[src/rtl/fitbit_pkg.sv]
// Shared encodings and helpers for the fitbit display path.
package fitbit_pkg;

    // Metric encodings used on mode_sel and output_mode.
    typedef enum logic [1:0] {
        MODE_STEPS     = 2'd0,
        MODE_DIST      = 2'd1,
        MODE_INIT_ACT  = 2'd2,
        MODE_HIGH_TIME = 2'd3
    } mode_e;

    // Display sequencer FSM states.
    typedef enum logic [1:0] {
        IDLE   = 2'd0,
        LOAD   = 2'd1,
        CONV   = 2'd2,
        COMMIT = 2'd3
    } state_e;

    // Largest value four digits can show. Kept at 32 bits so the clamp
    // compares against the full input width.
    localparam logic [31:0] DISP_SAT = 32'd9999;

    localparam int BIN_W      = 14;     // enough for 0..9999
    localparam int BCD_W      = 16;     // four BCD digits
    localparam int CONV_ITERS = BIN_W;  // one shift per input bit

    // Double-dabble digit correction: digits of 5 or more get 3 added
    // before the shift so they carry correctly into the next digit.
    function automatic logic [3:0] add3(input logic [3:0] d);
        return (d >= 4'd5) ? d + 4'd3 : d;
    endfunction

    // Leading-zero blanking. Digit 0 is always lit; keep_d1 also keeps
    // digit 1 lit so fixed-point values show as "0.5" rather than ".5".
    function automatic logic [3:0] blank_mask(input logic [15:0] bcd,
                                              input logic        keep_d1);
        logic [3:0] m;
        m[3] = (bcd[15:12] == 4'd0);
        m[2] = m[3] && (bcd[11:8] == 4'd0);
        m[1] = m[2] && (bcd[7:4] == 4'd0) && !keep_d1;
        m[0] = 1'b0;
        return m;
    endfunction

endpackage

[src/rtl/bin2bcd_seq.sv]
// Iterative double-dabble converter: 14-bit binary to four BCD digits,
// one shift/add-3 step per clock. A start while busy restarts.
module bin2bcd_seq
    import fitbit_pkg::*;
(
    input  logic             clk,
    input  logic             reset,
    input  logic             start,
    input  logic [BIN_W-1:0] din,
    output logic             busy,
    output logic             done,
    output logic [BCD_W-1:0] bcd
);

    localparam logic [3:0] LAST_ITER = 4'(CONV_ITERS - 1);

    logic [BCD_W+BIN_W-1:0] shift_q, shift_d, stepped;
    logic [3:0]             iter_q, iter_d;
    logic                   busy_q, busy_d;

    // One double-dabble step on the current shift register, plus next-state.
    always_comb begin
        // NOTE: every variable gets a default first so no path leaves it
        // unassigned; an unassigned path in combinational logic infers a latch.
        stepped = shift_q;
        shift_d = shift_q;
        iter_d  = iter_q;
        busy_d  = busy_q;

        for (int k = 0; k < BCD_W / 4; k++) begin
            stepped[BIN_W + 4*k +: 4] = add3(shift_q[BIN_W + 4*k +: 4]);
        end
        stepped = stepped << 1;

        if (start) begin
            shift_d = {{BCD_W{1'b0}}, din};
            iter_d  = 4'd0;
            busy_d  = 1'b1;
        end else if (busy_q) begin
            shift_d = stepped;
            iter_d  = iter_q + 4'd1;
            if (iter_q == LAST_ITER) begin
                busy_d = 1'b0;
            end
        end
    end

    // The final step's result is presented combinationally so the caller
    // can capture it on the same edge that completes the conversion.
    assign busy = busy_q;
    assign done = busy_q && !start && (iter_q == LAST_ITER);
    assign bcd  = stepped[BCD_W+BIN_W-1:BIN_W];

    // Control flops reset; the shift register is reloaded on every start.
    always_ff @(posedge clk) begin
        // NOTE: non-blocking assignments so every flop samples pre-edge values
        // regardless of statement order.
        if (reset) begin
            busy_q <= 1'b0;
            iter_q <= 4'd0;
        end else begin
            busy_q <= busy_d;
            iter_q <= iter_d;
        end
        // NOTE: shift_q is pure datapath and is left unreset; it is only
        // observed through done, which busy_q gates after reset.
        shift_q <= shift_d;
    end

endmodule

[src/rtl/display_sequencer.sv]
// Display scheduler: picks a metric, clamps it, converts it to BCD and
// hands digits, decimal point and blanking to the seven-segment driver.
module display_sequencer
    import fitbit_pkg::*;
#(
    parameter int unsigned DWELL_TICKS   = 200_000_000,
    parameter int unsigned REFRESH_TICKS = 10_000_000
) (
    input  logic        clk,
    input  logic        reset,
    input  logic        auto_mode,
    input  logic [1:0]  mode_sel,
    input  logic [31:0] step_count,
    input  logic [15:0] distance_covered,
    input  logic [3:0]  initial_activity_count,
    input  logic [15:0] high_activity_time,
    output logic [1:0]  output_mode,
    output logic [15:0] disp_bcd,
    output logic [3:0]  disp_dp,
    output logic [3:0]  disp_blank,
    output logic        disp_valid,
    output logic        sat
);

    localparam int DWELL_W   = (DWELL_TICKS   > 1) ? $clog2(DWELL_TICKS)   : 1;
    localparam int REFRESH_W = (REFRESH_TICKS > 1) ? $clog2(REFRESH_TICKS) : 1;
    localparam logic [DWELL_W-1:0]   DWELL_LAST   = DWELL_W'(DWELL_TICKS - 1);
    localparam logic [REFRESH_W-1:0] REFRESH_LAST = REFRESH_W'(REFRESH_TICKS - 1);

    state_e                state_q, state_d;
    logic [1:0]            output_mode_q, output_mode_d;
    logic [DWELL_W-1:0]    dwell_q, dwell_d;
    logic [REFRESH_W-1:0]  refresh_q, refresh_d;
    logic                  first_q, first_d;
    logic                  pend_q, pend_d;
    logic [1:0]            conv_mode_q, conv_mode_d;
    logic                  sat_next_q, sat_next_d;
    logic [15:0]           disp_bcd_q, disp_bcd_d;
    logic [3:0]            disp_dp_q, disp_dp_d;
    logic [3:0]            disp_blank_q, disp_blank_d;
    logic                  disp_valid_q, disp_valid_d;
    logic                  sat_q, sat_d;

    logic [31:0]           metric_raw;
    logic                  over_sat;
    logic [BIN_W-1:0]      conv_din;
    logic                  conv_start, conv_busy, conv_done;
    logic [BCD_W-1:0]      conv_bcd;
    logic                  refresh_hit, trig;

    // Metric mux, zero-extended to 32 bits, then clamped at full width.
    always_comb begin
        metric_raw = 32'd0;
        case (output_mode_q)
            MODE_STEPS:     metric_raw = step_count;
            MODE_DIST:      metric_raw = {16'd0, distance_covered};
            MODE_INIT_ACT:  metric_raw = {28'd0, initial_activity_count};
            MODE_HIGH_TIME: metric_raw = {16'd0, high_activity_time};
            default:        metric_raw = 32'd0;
        endcase
        over_sat = (metric_raw > DISP_SAT);
        conv_din = over_sat ? DISP_SAT[BIN_W-1:0] : metric_raw[BIN_W-1:0];
    end

    bin2bcd_seq u_bin2bcd (
        .clk   (clk),
        .reset (reset),
        .start (conv_start),
        .din   (conv_din),
        .busy  (conv_busy),
        .done  (conv_done),
        .bcd   (conv_bcd)
    );

    // Metric rotation, refresh timing, trigger and FSM next-state.
    always_comb begin
        state_d       = state_q;
        output_mode_d = output_mode_q;
        dwell_d       = dwell_q;
        refresh_d     = refresh_q;
        first_d       = 1'b0;
        pend_d        = pend_q;
        conv_mode_d   = conv_mode_q;
        sat_next_d    = sat_next_q;
        disp_bcd_d    = disp_bcd_q;
        disp_dp_d     = disp_dp_q;
        disp_blank_d  = disp_blank_q;
        disp_valid_d  = 1'b0;
        sat_d         = sat_q;
        conv_start    = 1'b0;
        refresh_hit   = 1'b0;

        if (auto_mode) begin
            if (dwell_q == DWELL_LAST) begin
                dwell_d       = '0;
                output_mode_d = output_mode_q + 2'd1;
            end else begin
                dwell_d = dwell_q + 1'b1;
            end
        end else begin
            dwell_d       = '0;
            output_mode_d = mode_sel;
        end

        // The refresh interval is measured across idle time only, so a
        // refresh can never abort the conversion it started.
        if (state_q == IDLE) begin
            if (refresh_q == REFRESH_LAST) begin
                refresh_d   = '0;
                refresh_hit = 1'b1;
            end else begin
                refresh_d = refresh_q + 1'b1;
            end
        end else begin
            refresh_d = '0;
        end

        trig = refresh_hit || (output_mode_d != output_mode_q) || first_q;

        case (state_q)
            IDLE: begin
                if (trig || pend_q) begin
                    state_d = LOAD;
                    pend_d  = 1'b0;
                end
            end
            LOAD: begin
                conv_start  = 1'b1;
                conv_mode_d = output_mode_q;
                sat_next_d  = over_sat;
                state_d     = trig ? LOAD : CONV;
            end
            CONV: begin
                if (trig) begin
                    state_d = LOAD;
                end else if (conv_done) begin
                    state_d      = COMMIT;
                    disp_bcd_d   = conv_bcd;
                    disp_dp_d    = (conv_mode_q == MODE_DIST) ? 4'b0010 : 4'b0000;
                    disp_blank_d = blank_mask(conv_bcd, conv_mode_q == MODE_DIST);
                    sat_d        = sat_next_q;
                    disp_valid_d = 1'b1;
                end else if (!conv_busy) begin
                    state_d = IDLE;
                end
            end
            COMMIT: begin
                state_d = IDLE;
                if (trig) begin
                    pend_d = 1'b1;
                end
            end
            default: state_d = IDLE;
        endcase
    end

    // All sequencer state; reset clears outputs and arms the first trigger.
    always_ff @(posedge clk) begin
        if (reset) begin
            state_q       <= IDLE;
            output_mode_q <= 2'd0;
            dwell_q       <= '0;
            refresh_q     <= '0;
            first_q       <= 1'b1;
            pend_q        <= 1'b0;
            conv_mode_q   <= 2'd0;
            sat_next_q    <= 1'b0;
            disp_bcd_q    <= 16'd0;
            disp_dp_q     <= 4'd0;
            disp_blank_q  <= 4'd0;
            disp_valid_q  <= 1'b0;
            sat_q         <= 1'b0;
        end else begin
            state_q       <= state_d;
            output_mode_q <= output_mode_d;
            dwell_q       <= dwell_d;
            refresh_q     <= refresh_d;
            first_q       <= first_d;
            pend_q        <= pend_d;
            conv_mode_q   <= conv_mode_d;
            sat_next_q    <= sat_next_d;
            disp_bcd_q    <= disp_bcd_d;
            disp_dp_q     <= disp_dp_d;
            disp_blank_q  <= disp_blank_d;
            disp_valid_q  <= disp_valid_d;
            sat_q         <= sat_d;
        end
    end

    assign output_mode = output_mode_q;
    assign disp_bcd    = disp_bcd_q;
    assign disp_dp     = disp_dp_q;
    assign disp_blank  = disp_blank_q;
    assign disp_valid  = disp_valid_q;
    assign sat         = sat_q;

endmodule

[config.mk]
export PLATFORM = sky130hd
export DESIGN_NAME = display_sequencer
export DESIGN_NICKNAME = d
export VERILOG_FILES = /design/src/rtl/fitbit_pkg.sv /design/src/rtl/bin2bcd_seq.sv /design/src/rtl/display_sequencer.sv
export SDC_FILE = /design/constraint.sdc
export NUM_CORES = 1
export LEC_CHECK = 0
export ABC_AREA = 1
export BUFFER_PORTS_ARGS = -buffer_cell sky130_fd_sc_hd__buf_2
export CORE_MARGIN = 2
export CORE_UTILIZATION = 35
export CTS_CLUSTER_DIAMETER = 150
export CTS_CLUSTER_SIZE = 8
export DETAILED_ROUTE_END_ITERATION = 12
export GPL_TIMING_DRIVEN = 1
export PLACE_DENSITY = 0.51
export SKIP_CTS_REPAIR_TIMING = 1
export SKIP_LAST_GASP = 1
export SLEW_MARGIN = 20
export SYNTH_ARGS = -nofsm -noshare
export SYNTH_HDL_FRONTEND = slang
export SYNTH_SLANG_ARGS = --single-unit
[constraint.sdc]
create_clock -name clk -period 3.56 [get_ports clk]
set_clock_uncertainty 0.05 [all_clocks]
set_input_delay 0.356 -clock clk [delete_from_list [all_inputs] [get_ports clk]]
set_output_delay 0.356 -clock clk [all_outputs]
set_load 0.03 [all_outputs]
==> reports/metrics.csv <==
stage,metric,value,unit
pwr,peakVddDrop,0.329,mV
drt,drt_first_pass_iters,5,
drt,route.detailed.drc,0,
synthesis,synth-seq-area-share,42.4,%
floorplanning,io_pins,101,
clock_network,clock_latency,0.42,ns
critical_path,arrival,2.88,ns
pwr,power_density,470,nW/um^2
cells_and_area,final_nets,1009,
min_path,min_to,first_q,
critical_path,r2r_end,u_bin2bcd.shift_q[11],
global_route,grt-ovfl-total,0,
placement,portBuffers,96,
pwr,p_leak,2.94,nW
pwr,pwr-share-seq,42.6,%
clock_network,clockBufferDepth,2,
timing,hold_viol_final,0,
drt,vias,5301,
floorplanning,dieArea,17900,um^2
outcome,status,completed,
clock_network,cts-buffers-inserted,17,
critical_path,cp-start-kind,flip-flop,
pwr,power_switching,0.831,mW
min_path,hold_depth,1,
clock_network,cts-root-buf,clkbuf_16,
critical_path,r2r_setup_slack,0.78,ns
timing,setup_ws,0.783,ns
floorplanning,chipWidth,134,um
synthesis,synth_edf_count,14,
critical_path,reg2reg_from,output_mode[0],
timing,post-route-min-period,2.78,ns
pwr,combPwrFrac,8.7,%
pwr,p_int,2.53,mW
placement,pre_cts_ws,0.764,ns
global_route,grt_util_all_layers,15.9,%
cells_and_area,regArea,2500,um^2
synthesis,syn-cell-area,5900,um^2
synthesis,synthCells,818,
cells_and_area,n_antenna_cell,0,
synthesis,ys_warn_count,0,
timing,max_freq,360,MHz
synthesis,ys_ff_latch,118,
cells_and_area,drive_gt1_share,16.3,%
drt,drtIter0Drc,266,
drt,wirelength,13800,um
timing,drv_slew,0,
job,drv_cap,0,
synthesis,synthArstFlopShare,0,%
placement,place_inst,1121,
min_path,min-delay-start,reset,
cells_and_area,instances_no_fill,1153,
critical_path,crit_fanout,24,
pwr,p_total,3.36,mW
placement,place_congestion,0.872,
timing,tightestPinTransition,0.660,ns
cells_and_area,syn2layout_area_growth,21.4,%
global_route,grt_pass1_vias,4883,
global_route,grt_pass1_wl,22800,um
critical_path,required,3.66,ns
pwr,clkPwrFrac,48.6,%
drt,ant_nets,0,
floorplanning,initial_core_util,35.7,%
global_route,grt_max_degree,29,
critical_path,reg2reg_depth,9,
drt,wl_per_cell,12.0,um
placement,dp_hpwl,10300,um
clock_network,cts.sinks,118,
pwr,swShare,24.7,%
timing,rsz0062_at_grt,false,
floorplanning,row_count,47,
drt,drt-vias-per-instance,4.60,
cells_and_area,nFillCells,1744,
critical_path,crit_path_end_kind,flip-flop,
cells_and_area,multi_input_area,2910,um^2
clock_network,tritoncts,yes,
floorplanning,die_h,134,um
min_path,hp-class,in -> reg,
global_route,antenna_found_initial,0,
synthesis,synth_area_per_cell,7.21,um^2
clock_network,cts_max_level,4,
timing,setup_violations,0,
timing,period_share,78.0,%
floorplanning,coreArea,16500,um^2
clock_network,path_clk_slew,0.05,ns
synthesis,yosysUniqueCellTypes,44,
timing,slew_headroom,56.0,%
synthesis,synth-main-ff-cell,dfxtp_1,
timing,fin_tns_setup,0,ns
critical_path,setup.worst_path.class,reg -> reg,
## how the worst max path moves through the flow
stage,start,end,slack [ns],cells after the start
floorplan,output_mode[0],u_bin2bcd.shift_q[0],1.04,10
global placement,output_mode[0],u_bin2bcd.shift_q[5],0.86,9
detailed placement,output_mode[0],u_bin2bcd.shift_q[11],0.76,9
CTS,output_mode[0],u_bin2bcd.shift_q[11],0.77,9
global route,output_mode[0],u_bin2bcd.shift_q[11],0.51,9
finish,output_mode[0],u_bin2bcd.shift_q[11],0.78,9
## cells in the mapped netlist (4+ instances only)
| library cell | number | area (um^2) |
|---|---|---|
| a41oi_1 | 4 | 35.0 |
| clkbuf_1 | 11 | 41.3 |
| nand4_1 | 20 | 125 |
| nand2_1 | 171 | 642 |
| buf_4 | 4 | 30.0 |
| inv_1 | 98 | 368 |
| o21a_1 | 6 | 45.0 |
| o21ai_0 | 48 | 240 |
| nand3_1 | 30 | 150 |
| o21ai_1 | 7 | 35.0 |
| a21oi_1 | 40 | 200 |
| nor3b_1 | 5 | 37.5 |
| dfxtp_1 | 104 | 2080 |
| nor3_1 | 24 | 120 |
| nor2_2 | 4 | 25.0 |
| nor2_1 | 128 | 480 |
| or2_2 | 6 | 37.5 |
| edfxtp_1 | 14 | 420 |
| o22ai_1 | 18 | 113 |
| ha_1 | 16 | 200 |
| xor2_1 | 16 | 140 |
| xnor2_1 | 5 | 43.8 |
| nor4_1 | 7 | 43.8 |
## cell families after synthesis
logic type,Yosys count,share of synthesized area (%)
simple gates,407,29.9
compound gates,132,12.6
buf+inv,123,8.47
flops,118,42.4
xor+xnor,21,3.12
fa+ha+maj,16,3.40
other cells,1,0.0636
## final cells by class
cell class	instances	area share, %
inverter	101	5.37
clock buffer	18	6.00
timing repair buffer	102	7.34
multi-input combinational	580	40.6
tap	220	3.85
clock inverter	14	1.91
sequential	118	35.0
## registers in the layout, indices dropped and copies added (netlist names), 2 cells and up
register,cells
disp_bcd,16
dwell_q,28
output_mode,2
conv_mode_q,2
refresh_q,24
u_bin2bcd.iter_q,4
u_bin2bcd.shift_q,30
disp_blank,3
state_q,2
## power groups by stage
stage	Combinational (mW)	Clock, mW	Sequential [mW]
2_1_floorplan	0.193	0	1.46
3_3_place_gp	0.298	0	1.46
3_5_place_dp	0.296	0	1.46
4_1_cts	0.297	1.68	1.43
5_1_grt	0.335	1.75	1.44
6_report	0.293	1.64	1.43
## through the flow
step / cell area, um^2 / hold slack (ns) / util [%]
global route: 7160 / 0.167 / 43.3
detailed placement: 6590 / 0.389 / 39.9
floorplan: 5910 / 0.334 / -
global placement: 6590 / 0.384 / 39.9
CTS: 7160 / 0.163 / 43.3
finish: 7160 / 0.183 / 43.3
## cell usage in the layout (no fill, tap or decap), drive strengths merged, types with 18 or more instances in the layout
| cell type | n |
|---|---|
| a21oi | 40 |
| buf | 102 |
| clkbuf | 18 |
| dfxtp | 104 |
| inv | 100 |
| nand2 | 174 |
| nand3 | 32 |
| nand4 | 20 |
| nor2 | 134 |
| nor3 | 25 |
| o21ai | 55 |
| o22ai | 18 |
## critical path, cell delays in order (launching register included)
cell and delay, ns:
dfxtp_1 0.42, inv_1 0.14, ha_1 0.30, inv_1 0.52
o21ai_0 0.26, nor3_1 0.23, nand2_1 0.07, a21o_1 0.16
nand2_1 0.22, o21ai_0 0.13
## per-layer routing
metal  GRT usage, %  part of all wire, %  up-vias
met1           21.0                   49     2338
met4           5.26                  1.6        0
met2           24.6                   46       65
li1               -                    -     2881
met3           4.95                  3.3       17
met5              0                    0        -
(Power assumes the default switching activity.)
